## src/rtl/sw_run_monitor_pkg.sv

```systemverilog
// sw_run_monitor shared types and widths.
// State encodings and summary record sizing.
`define SW_MON_SUM_W(q, k, t, c) ((q) + (k) * ((t) + (c)) + 1)

package sw_run_monitor_pkg;

  localparam int CALC_BIT      = 12;
  localparam int MAX_T_NUM_BIT = 10;

  typedef enum logic [1:0] {
    SW_MON_IDLE    = 2'd0,
    SW_MON_RUN     = 2'd1,
    SW_MON_DONE    = 2'd2,
    SW_MON_TIMEOUT = 2'd3
  } sw_mon_state_e;

endpackage

```

## src/rtl/sw_run_monitor_if.sv

```systemverilog
// Core-side and summary-side signals of the run monitor.
// master = monitor, slave = core plus summary consumer.
interface sw_run_monitor_if #(
  parameter int CALC_BIT  = 12,
  parameter int T_IDX_BIT = 10,
  parameter int Q_IDX_BIT = 8,
  parameter int TOP_K     = 2
);
  logic                       start_o;
  logic                       busy_i;
  logic                       valid_i;
  logic [CALC_BIT-1:0]        result_i;
  logic                       change_q_i;
  logic [T_IDX_BIT-1:0]       match_idx_i;
  logic [CALC_BIT-1:0]        max_result_i;
  logic                       sum_valid_o;
  logic                       sum_ready_i;
  logic [Q_IDX_BIT-1:0]       sum_q_idx_o;
  logic [TOP_K*T_IDX_BIT-1:0] sum_idx_o;
  logic [TOP_K*CALC_BIT-1:0]  sum_score_o;
  logic                       sum_mismatch_o;

  modport master (
    output start_o,
    input  busy_i, valid_i, result_i,
    input  change_q_i, match_idx_i,
    input  max_result_i,
    output sum_valid_o,
    input  sum_ready_i,
    output sum_q_idx_o, sum_idx_o,
    output sum_score_o, sum_mismatch_o
  );

  modport slave (
    input  start_o,
    output busy_i, valid_i, result_i,
    output change_q_i, match_idx_i,
    output max_result_i,
    input  sum_valid_o,
    output sum_ready_i,
    input  sum_q_idx_o, sum_idx_o,
    input  sum_score_o, sum_mismatch_o
  );
endinterface

```

## src/rtl/sw_topk_insert.sv

```systemverilog
// Combinational sorted insert into a descending top-K list.
// Ties keep the earlier entry; empty slots lose to anything.
module sw_topk_insert #(
  parameter int CALC_BIT  = 12,
  parameter int T_IDX_BIT = 10,
  parameter int TOP_K     = 2
) (
  input  logic [TOP_K-1:0][T_IDX_BIT-1:0] i_idx,
  input  logic [TOP_K-1:0][CALC_BIT-1:0]  i_score,
  input  logic [TOP_K-1:0]                i_vld,
  input  logic [T_IDX_BIT-1:0]            i_new_idx,
  input  logic [CALC_BIT-1:0]             i_new_score,
  output logic [TOP_K-1:0][T_IDX_BIT-1:0] o_idx,
  output logic [TOP_K-1:0][CALC_BIT-1:0]  o_score,
  output logic [TOP_K-1:0]                o_vld
);

  // w_gt is monotone: once the new score wins a slot it wins all below
  logic [TOP_K-1:0] w_gt;

  for (genvar j = 0; j < TOP_K; j++) begin : g_slot
    assign w_gt[j] = ~i_vld[j]
                   | (i_new_score > i_score[j]);
    if (j == 0) begin : g_head
      assign o_idx[j]   = w_gt[j] ? i_new_idx
                                  : i_idx[j];
      assign o_score[j] = w_gt[j] ? i_new_score
                                  : i_score[j];
      assign o_vld[j]   = w_gt[j] | i_vld[j];
    end else begin : g_tail
      logic w_here;
      assign w_here = w_gt[j] & ~w_gt[j-1];
      assign o_idx[j] = w_here  ? i_new_idx
                      : w_gt[j] ? i_idx[j-1]
                      : i_idx[j];
      assign o_score[j] = w_here  ? i_new_score
                        : w_gt[j] ? i_score[j-1]
                        : i_score[j];
      assign o_vld[j] = w_here
                      | (w_gt[j] ? i_vld[j-1]
                                 : i_vld[j]);
    end
  end

endmodule

```

## src/rtl/sw_run_monitor.sv

```systemverilog
// Run controller and result monitor for the SmithWaterman core.
// Launches runs, ranks results per query, queues summaries.
module sw_run_monitor
  import sw_run_monitor_pkg::*;
#(
  parameter int CALC_BIT   = sw_run_monitor_pkg::CALC_BIT,
  parameter int T_IDX_BIT  = MAX_T_NUM_BIT,
  parameter int Q_IDX_BIT  = 8,
  parameter int TOP_K      = 2,
  parameter int FIFO_DEPTH = 8,
  parameter int WD_BIT     = 20
) (
  input  logic              clk,
  input  logic              rst_n,
  input  logic              go_i,
  input  logic [WD_BIT-1:0] wd_limit_i,
  sw_run_monitor_if.master  bus,
  output logic [1:0]        state_o,
  output logic              overflow_o,
  output logic [Q_IDX_BIT-1:0] q_count_o
);

  localparam int SUM_W =
    `SW_MON_SUM_W(Q_IDX_BIT, TOP_K, T_IDX_BIT, CALC_BIT);
  localparam int AW = $clog2(FIFO_DEPTH);

  sw_mon_state_e r_state;
  sw_mon_state_e w_state_nxt;

  logic                 r_start;
  logic                 r_busy_d;
  logic [WD_BIT-1:0]    r_wd_lim;
  logic [WD_BIT-1:0]    r_wd;
  logic [T_IDX_BIT-1:0] r_t_idx;
  logic [Q_IDX_BIT-1:0] r_q_idx;
  logic [Q_IDX_BIT-1:0] r_q_cnt;
  logic                 r_ovf;

  logic [TOP_K-1:0][T_IDX_BIT-1:0] r_rk_idx;
  logic [TOP_K-1:0][CALC_BIT-1:0]  r_rk_sc;
  logic [TOP_K-1:0]                r_rk_vld;
  logic [TOP_K-1:0][T_IDX_BIT-1:0] w_ins_idx;
  logic [TOP_K-1:0][CALC_BIT-1:0]  w_ins_sc;
  logic [TOP_K-1:0]                w_ins_vld;

  logic [SUM_W-1:0] r_mem [FIFO_DEPTH];
  logic [AW:0]      r_wr;
  logic [AW:0]      r_rd;

  logic              w_launch;
  logic              w_run;
  logic              w_fall;
  logic [WD_BIT-1:0] w_wd_inc;
  logic              w_wd_hit;
  logic              w_step;
  logic              w_qend;
  logic              w_mm;
  logic [SUM_W-1:0]  w_sum_in;
  logic [SUM_W-1:0]  w_head;
  logic              w_empty;
  logic              w_full;
  logic              w_pop;
  logic              w_push;
  logic              w_drop;

  assign w_run    = (r_state == SW_MON_RUN);
  assign w_launch = go_i & ~w_run;
  assign w_fall   = r_busy_d & ~bus.busy_i;
  assign w_wd_inc = (&r_wd) ? r_wd : r_wd + 1'b1;
  assign w_wd_hit = (r_wd_lim != '0)
                  & (w_wd_inc == r_wd_lim);
  assign w_step   = w_run & bus.valid_i;
  assign w_qend   = w_step & bus.change_q_i;

  always_ff @(posedge clk or negedge rst_n) begin
    if (!rst_n) r_state <= SW_MON_IDLE;
    else        r_state <= w_state_nxt;
  end

  // busy fall is checked first so it wins a same-cycle timeout
  always_comb begin
    w_state_nxt = r_state;
    unique case (r_state)
      SW_MON_RUN: begin
        if (w_fall)        w_state_nxt = SW_MON_DONE;
        else if (w_wd_hit) w_state_nxt = SW_MON_TIMEOUT;
      end
      default: begin
        if (go_i) w_state_nxt = SW_MON_RUN;
      end
    endcase
  end

  always_comb begin
    state_o     = r_state;
    bus.start_o = r_start;
    overflow_o  = r_ovf;
    q_count_o   = r_q_cnt;
  end

  sw_topk_insert #(
    .CALC_BIT  (CALC_BIT),
    .T_IDX_BIT (T_IDX_BIT),
    .TOP_K     (TOP_K)
  ) u_ins (
    .i_idx       (r_rk_idx),
    .i_score     (r_rk_sc),
    .i_vld       (r_rk_vld),
    .i_new_idx   (r_t_idx),
    .i_new_score (bus.result_i),
    .o_idx       (w_ins_idx),
    .o_score     (w_ins_sc),
    .o_vld       (w_ins_vld)
  );

  assign w_mm = (bus.match_idx_i != w_ins_idx[0])
              | (bus.max_result_i != w_ins_sc[0]);
  assign w_sum_in = {r_q_idx, w_ins_idx,
                     w_ins_sc, w_mm};

  always_ff @(posedge clk or negedge rst_n) begin
    if (!rst_n) begin
      r_start  <= 1'b0;
      r_busy_d <= 1'b0;
      r_wd_lim <= '0;
      r_wd     <= '0;
      r_t_idx  <= '0;
      r_q_idx  <= '0;
      r_q_cnt  <= '0;
      r_rk_idx <= '0;
      r_rk_sc  <= '0;
      r_rk_vld <= '0;
    end else begin
      r_start  <= w_launch;
      r_busy_d <= bus.busy_i;
      if (w_launch) begin
        r_wd_lim <= wd_limit_i;
        r_wd     <= '0;
        r_t_idx  <= '0;
        r_q_idx  <= '0;
        r_q_cnt  <= '0;
        r_rk_idx <= '0;
        r_rk_sc  <= '0;
        r_rk_vld <= '0;
      end else if (w_run) begin
        r_wd <= w_wd_inc;
        if (w_qend) begin
          r_t_idx  <= '0;
          r_q_idx  <= r_q_idx + 1'b1;
          r_q_cnt  <= r_q_cnt + 1'b1;
          r_rk_idx <= '0;
          r_rk_sc  <= '0;
          r_rk_vld <= '0;
        end else if (w_step) begin
          r_t_idx  <= r_t_idx + 1'b1;
          r_rk_idx <= w_ins_idx;
          r_rk_sc  <= w_ins_sc;
          r_rk_vld <= w_ins_vld;
        end
      end
    end
  end

  assign w_empty = (r_wr == r_rd);
  assign w_full  = (r_wr[AW] != r_rd[AW])
                 & (r_wr[AW-1:0] == r_rd[AW-1:0]);
  assign w_pop   = ~w_empty & bus.sum_ready_i;
  assign w_push  = w_qend & (~w_full | w_pop);
  assign w_drop  = w_qend & w_full & ~w_pop;

  always_ff @(posedge clk or negedge rst_n) begin
    if (!rst_n) begin
      r_wr  <= '0;
      r_rd  <= '0;
      r_ovf <= 1'b0;
    end else begin
      if (w_push) r_wr <= r_wr + 1'b1;
      if (w_pop)  r_rd <= r_rd + 1'b1;
      if (w_launch)    r_ovf <= 1'b0;
      else if (w_drop) r_ovf <= 1'b1;
    end
  end

  always_ff @(posedge clk) begin
    if (w_push) r_mem[r_wr[AW-1:0]] <= w_sum_in;
  end

  // head is forced to zero when empty so reset shows all-zero outputs
  assign w_head = w_empty ? '0
                          : r_mem[r_rd[AW-1:0]];

  always_comb begin
    bus.sum_valid_o = ~w_empty;
    {bus.sum_q_idx_o, bus.sum_idx_o,
     bus.sum_score_o, bus.sum_mismatch_o} = w_head;
  end

endmodule

```

## src/flat_wrapper.sv

```systemverilog
// flat-port wrapper written by rule: the top's interface ports become plain ports
module sw_run_monitor_flat import sw_run_monitor_pkg::*;
#(
  parameter int CALC_BIT   = sw_run_monitor_pkg::CALC_BIT,
  parameter int T_IDX_BIT  = MAX_T_NUM_BIT,
  parameter int Q_IDX_BIT  = 8,
  parameter int TOP_K      = 2,
  parameter int FIFO_DEPTH = 8,
  parameter int WD_BIT     = 20
)
  (clk, rst_n, go_i, wd_limit_i, state_o, overflow_o, q_count_o, bus_start_o, bus_busy_i, bus_valid_i, bus_result_i, bus_change_q_i, bus_match_idx_i, bus_max_result_i, bus_sum_valid_o, bus_sum_ready_i, bus_sum_q_idx_o, bus_sum_idx_o, bus_sum_score_o, bus_sum_mismatch_o);
  sw_run_monitor_if #(.CALC_BIT(CALC_BIT), .T_IDX_BIT(T_IDX_BIT), .Q_IDX_BIT(Q_IDX_BIT), .TOP_K(TOP_K)) bus_i ();
  input  logic clk;
  input  logic rst_n;
  input  logic go_i;
  input  logic [WD_BIT-1:0] wd_limit_i;
  output logic [1:0] state_o;
  output logic overflow_o;
  output logic [Q_IDX_BIT-1:0] q_count_o;
  output wire logic [$bits(bus_i.start_o)-1:0] bus_start_o;
  input wire logic [$bits(bus_i.busy_i)-1:0] bus_busy_i;
  input wire logic [$bits(bus_i.valid_i)-1:0] bus_valid_i;
  input wire logic [$bits(bus_i.result_i)-1:0] bus_result_i;
  input wire logic [$bits(bus_i.change_q_i)-1:0] bus_change_q_i;
  input wire logic [$bits(bus_i.match_idx_i)-1:0] bus_match_idx_i;
  input wire logic [$bits(bus_i.max_result_i)-1:0] bus_max_result_i;
  output wire logic [$bits(bus_i.sum_valid_o)-1:0] bus_sum_valid_o;
  input wire logic [$bits(bus_i.sum_ready_i)-1:0] bus_sum_ready_i;
  output wire logic [$bits(bus_i.sum_q_idx_o)-1:0] bus_sum_q_idx_o;
  output wire logic [$bits(bus_i.sum_idx_o)-1:0] bus_sum_idx_o;
  output wire logic [$bits(bus_i.sum_score_o)-1:0] bus_sum_score_o;
  output wire logic [$bits(bus_i.sum_mismatch_o)-1:0] bus_sum_mismatch_o;
  assign bus_start_o = bus_i.start_o;
  assign bus_i.busy_i = bus_busy_i;
  assign bus_i.valid_i = bus_valid_i;
  assign bus_i.result_i = bus_result_i;
  assign bus_i.change_q_i = bus_change_q_i;
  assign bus_i.match_idx_i = bus_match_idx_i;
  assign bus_i.max_result_i = bus_max_result_i;
  assign bus_sum_valid_o = bus_i.sum_valid_o;
  assign bus_i.sum_ready_i = bus_sum_ready_i;
  assign bus_sum_q_idx_o = bus_i.sum_q_idx_o;
  assign bus_sum_idx_o = bus_i.sum_idx_o;
  assign bus_sum_score_o = bus_i.sum_score_o;
  assign bus_sum_mismatch_o = bus_i.sum_mismatch_o;
  sw_run_monitor #(.CALC_BIT(CALC_BIT), .T_IDX_BIT(T_IDX_BIT), .Q_IDX_BIT(Q_IDX_BIT), .TOP_K(TOP_K), .FIFO_DEPTH(FIFO_DEPTH), .WD_BIT(WD_BIT)) u_core (.clk(clk), .rst_n(rst_n), .go_i(go_i), .wd_limit_i(wd_limit_i), .bus(bus_i), .state_o(state_o), .overflow_o(overflow_o), .q_count_o(q_count_o));
endmodule
```

## config.mk

```make
export PLATFORM = sky130hd
export DESIGN_NAME = sw_run_monitor_flat
export DESIGN_NICKNAME = d
export VERILOG_FILES = /design/src/rtl/sw_run_monitor_pkg.sv /design/src/rtl/sw_run_monitor_if.sv /design/src/rtl/sw_topk_insert.sv /design/src/rtl/sw_run_monitor.sv /design/src/flat_wrapper.sv
export SDC_FILE = /design/constraint.sdc
export NUM_CORES = 1
export LEC_CHECK = 0
export BUFFER_PORTS_ARGS = -buffer_cell sky130_fd_sc_hd__buf_2
export CAP_MARGIN = 25
export CORE_UTILIZATION = 55
export CTS_BUF_LIST = sky130_fd_sc_hd__clkbuf_4 sky130_fd_sc_hd__clkbuf_8
export DETAILED_ROUTE_END_ITERATION = 8
export PLACE_DENSITY = 0.73
export SLEW_MARGIN = 20
export SYNTH_ARGS = -nofsm -noshare
export SYNTH_HDL_FRONTEND = slang
export SYNTH_SLANG_ARGS = --single-unit
```

## constraint.sdc

```tcl
create_clock -name clk -period 6.6 [get_ports clk]
set_input_delay 0.33 -clock clk [delete_from_list [all_inputs] [get_ports clk]]
set_output_delay 0.33 -clock clk [all_outputs]
set_load 0.005 [all_outputs]
```

==> qor.yml <==
r2r-start: "u_core.r_rk_sc[5]$_DFFE_PN0P_"
relSlewSlack_pct: 33.7
area_delta_synth_final_pct: 13.9
cts_tree: "built"
worst_pin_slew_ns: 0.969
hold_depth: 3
crit_chain: "buf_4 > buf_4 > mux4_2 > mux2i_1 > nor2_1 > buf_2"
vias_per_cell: 5.91
holdWs_ns: 0.0678
async_reset_ff_share_pct: 22.8
power_density_mw_per_mm2: 371
cpLargestDelayFamily: "buffers and inverters"
dpl_cell_area_mm2: 0.0251
leakage_nw: 10.2
ir_drop_mv: 0.247
critical_path.max_fanout: 42
drive_gt1_share_pct: 24.6
hold_path_startpoint: "bus_valid_i"
crit_arrival_ns: 4.19
yosysWarnings: 0
setup_violations: 0
rr_endpoint: "u_core.r_mem[0][0]$_DFFE_PP_"
grt_pass1_wl_um: 82800
cts_inserted_buffers: 85
path_class: "flip-flop to primary output"
synth_area_leaders: "edfxtp_1 54%, dfrtp_1 13%, mux4_2 10%"
grt_remaining_overflow: 0
avgSynthCellArea_um2: 15.3
clkTransAtPathRegs_ns: 0.06
cp-start-kind: "flip-flop"
grt_pass1_vias: 14367
totalWireLength_um: 53900
syn_area_mm2: 0.0238
crit_start: "u_core.r_rd[0]$_DFFE_PN0P_"
period_needed_ns: 4.52
critPathCaptureType: "primary output"
grt_start_max_net_pins: 73
place.gp.congestion: 0.945
syn_nets: 1643
syn_inst: 1552
utilization_pct: 63.9
fp.dieW_um: 210
clock_latency_ns: 0.66
critical_path.max_stage_delay_ns: 0.94
rows: 75
dp_hpwl_um: 32300
start_util_pct: 56.2
ys_seq_area_share_pct: 66.7
finClkSkew_ns: 0.0368
ant_nets: 0
drt_first_pass_iters: 5
nets: 1829
cpMostUsedCell: "buf_4"
postCtsResizedCells: 0
drt-initial-drc-count: 1291
path_buf_inv: 3
port_buffers: 126
routedWlPerCell_um: 22.6
finalHoldViolCount: 0
fin_crit_sh_pct: 68.5
fmax_mhz: 221
stdcell_area_mm2: 0.0271
num_vias: 14091
hp-class: "input pin to flip-flop"
rr_worst_depth: 10
ys_seq_elements: 549
cp_slowest_cell: "dfrtp_4"
cts_sinks: 549
reg2reg_setup_slack_ns: 2.46
h-tree-depth: 3
finalSetupTns_ns: 0
drc: 0
core_area_mm2: 0.0423
finalMaxSlewViolations: 0
p_total_mw: 10.0
yosysTopAreaCellShare_pct: 53.6
die_h_um: 210
maxCapViolCount: 0
synth_edf_count: 424
ctsLongestPathBuffers: 3
rsz0062_at_grt: "no"
antenna_found_initial: 3
hold_end: "u_core.r_rk_vld[0]$_DFFE_PN0P_"
holdBufCountCts: 24
cts_setup_buffers: 0
root_buffer: "clkbuf_8"
synth_top_area_cell: "edfxtp_1"
required_ns: 6.27
track_usage_pct: 25.2
die_area_mm2: 0.0440
synth_flop_cell: "edfxtp_1"
post_synth_num_cell_types: 63
status: "finished clean"
ios: 127
[Yosys cell counts (4+ instances only)]
master,count
nor3b_1,6
edfxtp_1,424
o2bb2ai_1,24
or4_1,4
a22o_1,11
nand4_1,23
a211oi_1,4
mux2i_1,79
dfrtp_1,125
nand3_1,22
buf_1,20
xnor2_1,35
o22ai_1,9
or3_1,6
nor4_1,17
nor2b_1,7
a21o_1,9
xor2_1,48
inv_1,46
clkbuf_1,48
mux4_2,106
nand2_1,115
o21ai_0,44
nor2_1,140
and3_1,8
ha_1,30
mux2_2,20
nor3_1,17
a21oi_1,49
buf_2,8
[logic make-up (layout without fill, tap and decap cells)]
group,Yosys count,after routing,share of synthesized area [%]
AOI/OAI and AO/OA,180,180,4.97
xor gates and xnor gates,84,84,3.13
adders and majority gates,30,30,1.58
buffers and inverters,123,377,1.98
DFF,549,549,66.7
muxes,205,205,14.3
other,0,1,0
and+or+nand+nor,381,381,7.29
[placed cells by master (no fill, tap or decap), drive strengths merged, types with 3 or more instances in the layout]
| master | netlist | layout |
|---|---|---|
| o2bb2ai | 24 | 24 |
| nor4 | 17 | 17 |
| xnor2 | 36 | 36 |
| a311oi | 3 | 3 |
| o22ai | 9 | 9 |
| a211oi | 4 | 4 |
| mux4 | 106 | 106 |
| or3 | 7 | 7 |
| xor2 | 48 | 48 |
| nor3 | 18 | 18 |
| o21a | 3 | 3 |
| dfrtp | 125 | 125 |
| nand4 | 23 | 23 |
| o21ai | 47 | 47 |
| ha | 30 | 30 |
| mux2 | 20 | 20 |
| or4 | 5 | 5 |
| nor2b | 7 | 7 |
| dlygate4sd3 | 0 | 24 |
| clkinv | 0 | 22 |
| o211ai | 3 | 3 |
| nand3 | 23 | 23 |
| inv | 47 | 51 |
| clkbuf | 48 | 130 |
| nand2b | 3 | 3 |
| edfxtp | 424 | 424 |
| nor3b | 6 | 6 |
| buf | 28 | 150 |
| a21o | 9 | 9 |
| mux2i | 79 | 79 |
| and2 | 3 | 3 |
| a22o | 11 | 11 |
| a21oi | 49 | 49 |
| and3 | 8 | 8 |
| nor2 | 141 | 141 |
| nand2 | 115 | 115 |
[routing by layer]
metal	GRT usage (%)	share of wire [%]
met3	4.19	6.2
met1	36.4	44
met2	40.1	48
met4	6.95	1.5
met5	0	0.082
[where the power goes]
group,internal [mW],leakage (nW),switching [mW]
logic,1.33,3.78,1.47
clock network,1.48,0.900,1.29
registers,4.09,5.56,0.368
total,6.91,10.2,3.13
[layout make-up]
cell class | count | area [µm²]
Timing Repair Buffer | 175 | 1120
Multi-Input combinational cell | 880 | 7500
Antenna cell | 1 | 2.50
Inverter | 47 | 176
Fill cell | 3044 | 15300
Tap cell | 577 | 722
Clock inverter | 26 | 141
Clock buffer | 129 | 1530
Sequential cell | 549 | 15900
[worst max path at each step]
stage / end / slack, ns / cells past startpoint
floorplan: u_core.r_mem[2][0]$_DFFE_PP_ / 0.75 / 5
global placement: u_core.r_mem[0][0]$_DFFE_PP_ / 2.48 / 9
detailed placement: u_core.r_mem[3][0]$_DFFE_PP_ / 2.47 / 9
CTS: bus_sum_idx_o[8] / 1.86 / 6
global route: bus_sum_idx_o[9] / 1.68 / 6
finish: bus_sum_idx_o[8] / 2.08 / 6
[per-stage QoR]
stage               setup slack (ns)  std cells
global placement                2.48       2199
CTS                             1.86       2381
global route                    1.68       2383
detailed placement              2.47       2202
finish                          2.08       2384
floorplan                      0.752       1552
[worst reg2reg max path, stage by stage (launching register included)]
cell and delay [ns]:
dfrtp_1 0.40, inv_1 0.07, ha_1 0.30, a21o_1 0.19, nand3_1 0.08, a21oi_1 0.08
a2111oi_0 0.86, o21ai_4 0.35, mux2i_1 0.68, o22ai_1 0.14, or4_1 0.69
[flip-flops by register name (all words and copies together), names as in the netlist]
register,flops
u_core.r_t_idx,10
u_core.r_rd,4
u_core.r_busy_d,1
u_core.r_wr,4
u_core.r_mem,424
u_core.r_rk_sc,24
u_core.r_wd,20
u_core.overflow_o,1
u_core.r_rk_idx,20
u_core.r_q_idx,8
u_core.bus.start_o,1
u_core.q_count_o,8
u_core.state_o,2
u_core.r_wd_lim,20
u_core.r_rk_vld,2
Power figures use the tool's default switching activity.
